### src/rtl/date_ctrl.sv
// Date-digit sequencer: steers six cascaded BCD counters (day/month/year 2000-2099)
// for daily advance, leap years and button set mode. Optional blink mask: DATE_BLINK_EN.
module date_ctrl #(
  parameter int DIG_W     = 4,
  parameter int BLINK_DIV = 1
) (
  input  logic             clk,
  input  logic             rst,
  input  logic             tick,
  input  logic             mode_pb,
  input  logic             inc_pb,
  input  logic [DIG_W-1:0] day_o,
  input  logic [DIG_W-1:0] day_t,
  input  logic [DIG_W-1:0] mon_o,
  input  logic [DIG_W-1:0] mon_t,
  input  logic [DIG_W-1:0] yr_o,
  input  logic [DIG_W-1:0] yr_t,
  output logic [5:0]       stop,
  output logic [5:0]       opr_rst,
  output logic [1:0]       mode,
  output logic             busy,
  output logic [5:0]       blink
);

  typedef enum logic [1:0] {S_IDLE, S_APPLY, S_SETTLE, S_CHECK} sub_e;
  typedef enum logic [1:0] {M_RUN = 2'd0, M_SET_YR = 2'd1, M_SET_MON = 2'd2, M_SET_DAY = 2'd3} mode_e;
  typedef enum logic [2:0] {EV_NONE, EV_TICK, EV_DAY, EV_MON, EV_YR, EV_CHECK} ev_e;

  if (BLINK_DIV < 1) begin : g_div_chk
    $error("BLINK_DIV must be at least 1");
  end

  sub_e  r_state, w_state_nxt;
  mode_e r_mode, w_mode_nxt;
  ev_e   w_ev;
  logic  r_pend_tick, w_pend_tick_nxt;
  logic  r_pend_mode, w_pend_mode_nxt;
  logic  r_chk, w_chk_nxt;
  logic  r_busy;
  logic [5:0] r_stop, r_opr, w_stop_nxt, w_opr_nxt;
  logic  w_tick_ev, w_mode_ev, w_leap, w_do_mon, w_do_yr;
  logic [2*DIG_W-1:0] w_day, w_mon, w_last;

  assign w_tick_ev = tick | r_pend_tick;
  assign w_mode_ev = mode_pb | r_pend_mode;
  assign w_day     = {day_t, day_o};
  assign w_mon     = {mon_t, mon_o};
  assign w_leap    = yr_t[0] ? (yr_o == 4'd2 || yr_o == 4'd6)
                             : (yr_o == 4'd0 || yr_o == 4'd4 || yr_o == 4'd8);

  // Last day of the current month, kept in BCD so it compares directly with the digits
  always_comb begin
    if (w_mon == 8'h02)
      w_last = w_leap ? 8'h29 : 8'h28;
    else if (w_mon == 8'h04 || w_mon == 8'h06 || w_mon == 8'h09 || w_mon == 8'h11)
      w_last = 8'h30;
    else
      w_last = 8'h31;
  end

  always_ff @(posedge clk or negedge rst) begin
    if (!rst) begin
      r_state     <= S_IDLE;
      r_mode      <= M_RUN;
      r_pend_tick <= 1'b0;
      r_pend_mode <= 1'b0;
      r_chk       <= 1'b0;
      r_busy      <= 1'b0;
      r_stop      <= '1;
      r_opr       <= '1;
    end else begin
      r_state     <= w_state_nxt;
      r_mode      <= w_mode_nxt;
      r_pend_tick <= w_pend_tick_nxt;
      r_pend_mode <= w_pend_mode_nxt;
      r_chk       <= w_chk_nxt;
      r_busy      <= (w_state_nxt != S_IDLE);
      r_stop      <= w_stop_nxt;
      r_opr       <= w_opr_nxt;
    end
  end

  always_comb begin
    w_state_nxt     = r_state;
    w_mode_nxt      = r_mode;
    w_pend_tick_nxt = r_pend_tick;
    w_pend_mode_nxt = r_pend_mode;
    w_chk_nxt       = r_chk;
    w_ev            = EV_NONE;
    case (r_state)
      S_IDLE: begin
        w_pend_tick_nxt = 1'b0;
        w_pend_mode_nxt = 1'b0;
        if (w_tick_ev && r_mode == M_RUN) begin
          w_ev            = EV_TICK;
          w_state_nxt     = S_APPLY;
          w_chk_nxt       = 1'b0;
          w_pend_mode_nxt = w_mode_ev;
        end else if (w_mode_ev) begin
          w_mode_nxt = mode_e'(r_mode + 2'd1);
          if (r_mode == M_SET_DAY) begin
            w_ev        = EV_CHECK;
            w_state_nxt = S_CHECK;
          end
        end else if (inc_pb && r_mode != M_RUN) begin
          w_state_nxt = S_APPLY;
          w_chk_nxt   = (r_mode != M_SET_DAY);
          case (r_mode)
            M_SET_YR:  w_ev = EV_YR;
            M_SET_MON: w_ev = EV_MON;
            default:   w_ev = EV_DAY;
          endcase
        end
      end
      S_APPLY: w_state_nxt = S_SETTLE;
      S_SETTLE: begin
        if (r_chk) begin
          w_ev        = EV_CHECK;
          w_state_nxt = S_CHECK;
          w_chk_nxt   = 1'b0;
        end else begin
          w_state_nxt = S_IDLE;
        end
      end
      default: w_state_nxt = S_IDLE;
    endcase
    // Set-mode ticks are discarded outright rather than queued
    if (r_state != S_IDLE) begin
      if (tick && r_mode == M_RUN) w_pend_tick_nxt = 1'b1;
      if (mode_pb)                 w_pend_mode_nxt = 1'b1;
    end
  end

  always_comb begin
    w_stop_nxt = '1;
    w_opr_nxt  = '1;
    w_do_mon   = 1'b0;
    w_do_yr    = 1'b0;
    case (w_ev)
      EV_TICK, EV_DAY: begin
        if (w_day == w_last) begin
          w_opr_nxt[1:0] = '0;
          w_do_mon       = (w_ev == EV_TICK);
        end else begin
          w_stop_nxt[0] = 1'b0;
          if (day_o == 4'd9) w_stop_nxt[1] = 1'b0;
        end
      end
      EV_MON:   w_do_mon = 1'b1;
      EV_YR:    w_do_yr  = 1'b1;
      EV_CHECK: if (w_day > w_last) w_opr_nxt[1:0] = '0;
      default: ;
    endcase
    if (w_do_mon) begin
      if (w_mon == 8'h12) begin
        w_opr_nxt[3:2] = '0;
        w_do_yr        = (w_ev == EV_TICK);
      end else begin
        w_stop_nxt[2] = 1'b0;
        if (mon_o == 4'd9) w_stop_nxt[3] = 1'b0;
      end
    end
    if (w_do_yr) begin
      w_stop_nxt[4] = 1'b0;
      if (yr_o == 4'd9) w_stop_nxt[5] = 1'b0;
    end
  end

  assign stop    = r_stop;
  assign opr_rst = r_opr;
  assign mode    = r_mode;
  assign busy    = r_busy;

`ifdef DATE_BLINK_EN
  localparam int CW = (BLINK_DIV > 1) ? $clog2(BLINK_DIV) : 1;

  logic [CW-1:0] r_blink_cnt, w_cnt_nxt;
  logic          r_phase, w_phase_nxt;
  logic [5:0]    r_blink, w_mask;

  always_comb begin
    w_cnt_nxt   = r_blink_cnt;
    w_phase_nxt = r_phase;
    if (w_mode_nxt != r_mode) begin
      w_cnt_nxt   = '0;
      w_phase_nxt = 1'b0;
    end else if (tick && r_mode != M_RUN) begin
      if (r_blink_cnt == CW'(BLINK_DIV - 1)) begin
        w_cnt_nxt   = '0;
        w_phase_nxt = ~r_phase;
      end else begin
        w_cnt_nxt = r_blink_cnt + 1'b1;
      end
    end
    case (w_mode_nxt)
      M_SET_YR:  w_mask = 6'b110000;
      M_SET_MON: w_mask = 6'b001100;
      M_SET_DAY: w_mask = 6'b000011;
      default:   w_mask = 6'b000000;
    endcase
  end

  always_ff @(posedge clk or negedge rst) begin
    if (!rst) begin
      r_blink_cnt <= '0;
      r_phase     <= 1'b0;
      r_blink     <= '0;
    end else begin
      r_blink_cnt <= w_cnt_nxt;
      r_phase     <= w_phase_nxt;
      r_blink     <= w_phase_nxt ? w_mask : 6'b000000;
    end
  end

  assign blink = r_blink;
`else
  assign blink = '0;
`endif

endmodule

### config.mk
export PLATFORM = sky130hd
export DESIGN_NAME = date_ctrl
export DESIGN_NICKNAME = d
export VERILOG_FILES = /design/src/rtl/date_ctrl.sv
export SDC_FILE = /design/constraint.sdc
export NUM_CORES = 1
export LEC_CHECK = 0
export CORE_MARGIN = 3
export CORE_UTILIZATION = 45
export CTS_CLUSTER_DIAMETER = 150
export DETAILED_ROUTE_END_ITERATION = 16
export PLACE_DENSITY = 0.85
export SKIP_CTS_REPAIR_TIMING = 1
export SYNTH_ARGS = -nofsm -noshare
export SYNTH_HDL_FRONTEND = slang
export SYNTH_SLANG_ARGS = --single-unit
### constraint.sdc
create_clock -name clk -period 6.5 [get_ports clk]
set_input_delay 1.3 -clock clk [delete_from_list [all_inputs] [get_ports clk]]
set_output_delay 1.3 -clock clk [all_outputs]
set_load 0.01 [all_outputs]
[Word-level counts from Yosys, hierarchy flattened]
Cells that the tools add are included.
Word-level totals
  bits of input ports: 29
  logic and storage cells: 105
  bits in registers: 18
  output and inout port bits: 21
Cells by class
  bitwise gates (word level): 3
  multiplexer cells: 46
  add/subtract/negate cells: 1
  order comparisons: 1
  reductions and logical operators: 19
  eq/ne operators: 27
Operator list (count)
  2-to-1 mux 2 bit: 14
  2-to-1 mux 1 bit: 20
  == test 4 bit, second input constant: 4
  == test 8 x 3 -> 1 bit, second input constant: 2
  == test 8 x 5 -> 1 bit, second input constant: 2
  2-to-1 mux 3 bit: 5
  one-hot mux 3 bit (2 select lines): 2
  == test 4 x 3 -> 1 bit, second input constant: 2
  == test 8 x 2 -> 1 bit, second input constant: 1
  == test 8 x 4 -> 1 bit, second input constant: 1
  == test 8 bit: 1
  greater-than comparator 8 bit: 1
  2-to-1 mux 8 bit: 1
  nonzero test 2 bit: 4
  == test 2 bit, second input constant: 3
  == test 3 x 2 -> 1 bit, second input constant: 2
  == test 3 bit, second input constant: 2
  logical OR 1 bit: 6
  inequality test 3 bit, second input constant: 2
  one-hot mux 2 bit (3 select lines): 1
  AND reduction 3 bit: 2
  == test 2 x 1 -> 1 bit, second input constant: 2
  == test 4 x 2 -> 1 bit, second input constant: 1
  logical NOT 2 bit: 2
  other kinds (10): 14

[Longest topological paths before layout]
  word-level depth: 11
  gate-level depth with buffers: 11
  depth with buffers taken out: 11

[Worst setup path before layout]
No wires, ideal clock.
  kind: input -> register
  start: in mon_t[1]
  end: reg r_stop[5] (netlist: stop[5])
  buffers on the path: 0
  stages on the path: 10
  library setup time: 94 ps
  setup slack: 2988 ps
  arrival: 3418 ps
  data required time: 6406 ps
  cell sequence: nor3_1 -> nand3_1 -> or3_1 -> nor2_1 -> a21oi_1 -> ha_1 -> nand4_1 -> nor4_2 -> a41oi_1 -> or4_1
On the way
  word-level cells in the longest chain between the ends: 11
  elaborated cells between the ends (all ways): 17
  classes of those cells: eq/ne: 7; mux: 7; reduce/logical: 3
RTL lines
  start: declaration: RTL line 15  | input logic [DIG_W-1:0] mon_t,
  == test 8 x 3 -> 1 bit: RTL line 55  | else if (w_mon == 8'h04 || w_mon == 8'h06 || w_mon == 8'h09 || w_mon == 8'h11)
  logical OR 1 bit (3 in a row): RTL line 55
  2-to-1 mux 1 bit: RTL line 55
  2-to-1 mux 8 bit: RTL line 53  | if (w_mon == 8'h02)
  == test 8 bit: RTL line 141  | if (w_day == w_last) begin
  2-to-1 mux 1 bit: RTL line 141
  one-hot mux 1 bit (2 select lines): RTL line 139  | case (w_ev)
  2-to-1 mux 1 bit *: RTL line 154  | if (w_do_mon) begin
  2-to-1 mux 2 bit *: RTL line 163  | if (w_do_yr) begin
  via w_stop_nxt[5]: RTL line 40  | logic [5:0] r_stop, r_opr, w_stop_nxt, w_opr_nxt;
  end signal: assignment: RTL line 78  | r_stop <= w_stop_nxt;
  end: declaration: RTL line 40
The timed path passes the listed nets; every way through them passes the cells marked *.
A chain may end at the register's enable or synchronous reset.

[Worst setup path in the final report]
Ends and elaborated chain as after synthesis.

==> out/qor.yml <==
setup_viol: 0
globalRouteOverflowTotal: 0
clock-root-buffer: "clkbuf_4"
htreeDepth: 1
start_kind: "input pin"
power_density_mw_per_mm2: 316.8
synthMuxAreaShare_pct: 0.9934
rsz0062_at_grt: "no"
die_area_mm2: 0.003157
ir_worst_vdd_mv: 0.3119
clock_latency_ps: 300
ys_seq_area_share_pct: 36.20
netlist.area_leader.share_pct: 18.54
critPathArrivalTime_ps: 4170
clockBufferDepth: 2
cp_max_fo: 5
core_mm2: 0.002297
grt_pass1_wl_mm: 4.505
routed_wl_mm: 2.656
ant_nets: 0
antenna_cells: 0
period_share_pct: 60.87
hold_class: "reg -> reg"
yosysTopAreaCell: "dfstp_2"
cts_sinks: 16
hold_viol_final: 0
synth_simple_gate_area_share_pct: 23.73
drt_iter0_drc: 43
synth_top_family_by_area: "simple AND/OR/NAND/NOR gates"
synthTopCellsByArea: "dfstp_2 19%, dfrtp_1 18%, ha_1 8.8%"
areaGrowthSynthToFinish_pct: 34.33
timing.fmax_mhz: 252.7
vias_per_cell: 5.646
status: "finished clean"
crit_path_end_kind: "register"
netlist_instances: 125
vias: 1067
synth_area_mm2: 0.001134
finalMaxSlewViolations: 0
ys_types: 42
wire_per_inst_um: 14.05
hold_path_depth: 2
die-width_um: 56.19
timing.final.ws_setup_ps: 2543
synth_compound_area_share_pct: 18.98
avgSynthCellArea_um2: 9.069
ios: 50
rr_startpoint: "mode[0]$_DFFE_PN0P_"
track_usage_pct: 17.98
skew_ps: 9.967
drc_errors: 0
cts_tree: "yes"
hold_slack_ps: 546.4
setup_tns_ps: 0
clk_pin_slew_ps: 100
final_layout_size_suffix_gt1_share_pct: 11.80
gp_congestion: 0.8732
crit_chain: "clkdlybuf4s50_1 > nor3_1 > nand3_1 > or3_1 > nor2_1 > a21oi_1 > ha_1 > nand4_1 > nor4_2 > a41oi_1 > or4_1"
io_buffers: 38
r2r_cells: 7
p_leak_nw: 0.6282
synth-xor-area-share_pct: 0.7726
required_ps: 6710
worstHoldStart: "r_pend_tick$_DFF_PN0_"
max_slew_margin_pct: 54.41
grt_max_degree: 17
ys_seq_elements: 16
critPathKind: "in -> reg"
critical_path.max_stage_delay_ps: 530
fin_nets: 199
place_ws_ps: 2210
start_util_pct: 49.35
yosys_warnings: 0
dr.pass1.iters: 4
critPathSlowestCell: "or4_1"
die_h_um: 56.19
tightest_slew_ps: 681.7
antenna_found_initial: 0
period_minus_slack_ps: 3957
hpwl_mm: 2.144
timing.critical_path.from: "mon_t[1]"
numCtsBuffers: 3
synthAdderAreaFrac_pct: 8.830
grt_pass1_vias: 1008
rows: 17
maxCapViolCount: 0
## flip-flops by register name, indices dropped and copies added (netlist names)
name and count:
r_state 2, r_chk 1, r_pend_mode 1, stop 6, opr_rst 2, mode 2
r_pend_tick 1, busy 1
## report_power, final
group	switching, W	internal, W	total [W]
Combinational	0.000130	0.000119	0.000250
Sequential	0.0000315	0.000134	0.000165
Clock	0.0000334	0.0000342	0.0000676
Total	0.000195	0.000287	0.000482
## cell usage in the layout (no fill, tap or decap), types with 3 or more instances in the layout
cell type	n
clkdlybuf4s50_1	38
nor2_1	10
a21oi_1	8
ha_1	8
conb_1	8
dfrtp_1	8
dfstp_2	8
o21ai_0	7
inv_1	7
nand2_1	7
nor3_1	5
nand3b_1	3
a211oi_1	3
o21a_1	3
clkbuf_4	3
## kinds of logic (layout without fill, tap and decap cells)
kind of cell             after synthesis  count (layout)
AND/OR/NAND/NOR                       45              45
AO/OA/AOI/OAI                         33              33
buffers and inverters                 19              49
flip-flops                            16              16
adder cells (fa/ha/maj)                8               8
other                                  2               8
XOR/XNOR                               1               1
multiplexers                           1               1
## routing by layer
metal  track usage, %  vias to the layer above  routed length [um]
met5                0                        -                   0
met4            6.780                        0                  79
met3            4.640                       15                 200
met2            33.22                       52                1389
met1            19.29                      489                 986
li1                 -                      511                   -
## final timing paths
| path | end | slack [ps] |
|---|---|---|
| min in group asynchronous | r_pend_tick$_DFF_PN0_ | 1400 |
| min reg2reg | r_pend_tick$_DFF_PN0_ | 550 |
| max | stop[5]$_DFF_PN1_ | 2540 |
| min | r_pend_tick$_DFF_PN0_ | 550 |
| max reg2reg | stop[5]$_DFF_PN1_ | 3900 |
| max in group asynchronous | busy$_DFF_PN0_ | 4660 |
## area by class of cell
cell class / count / area [um^2]
multi-input combinational: 96 / 634.4
timing repair buffer: 38 / 380.4
clock buffer: 4 / 36.28
sequential: 16 / 410.4
fill: 198 / 774.5
tap: 28 / 35.03
inverter: 7 / 26.28
## stage by stage
step           area [um^2]  cells  utilization [%]  total power, W
6_report              1523    189            66.29       0.0004823
3_3_place_gp          1486    185            64.71       0.0004006
3_5_place_dp          1486    185            64.71       0.0004116
2_1_floorplan         1156    131                -       0.0003298
4_1_cts               1523    189            66.29       0.0004842
5_1_grt               1523    189            66.29       0.0005200
## critical path, delay by kind of cell
kind                     cells  cell delay [ps]
AND/OR/NAND/NOR              7             1840
buffers and inverters        1              410
AO/OA/AOI/OAI                2              320
adder cells (fa/ha/maj)      1              290
## cell usage after synthesis (all sizes together)
cell type,number
a2111oi,1
a211oi,3
a21o,1
a21oi,8
a22oi,1
a31oi,2
a41oi,1
buf,12
conb,2
dfrtp,8
dfstp,8
ha,8
inv,7
mux2,1
nand2,7
nand2b,2
nand3,1
nand3b,3
nand4,2
nor2,10
nor2b,1
nor3,6
nor3b,2
nor4,2
nor4b,1
o211ai,1
o21a,3
o21ai,7
o21bai,1
o31a,2
o32ai,2
or2,2
or3,3
or3b,1
or4,1
or4b,1
xnor2,1
Power figures use the tool's default switching activity.
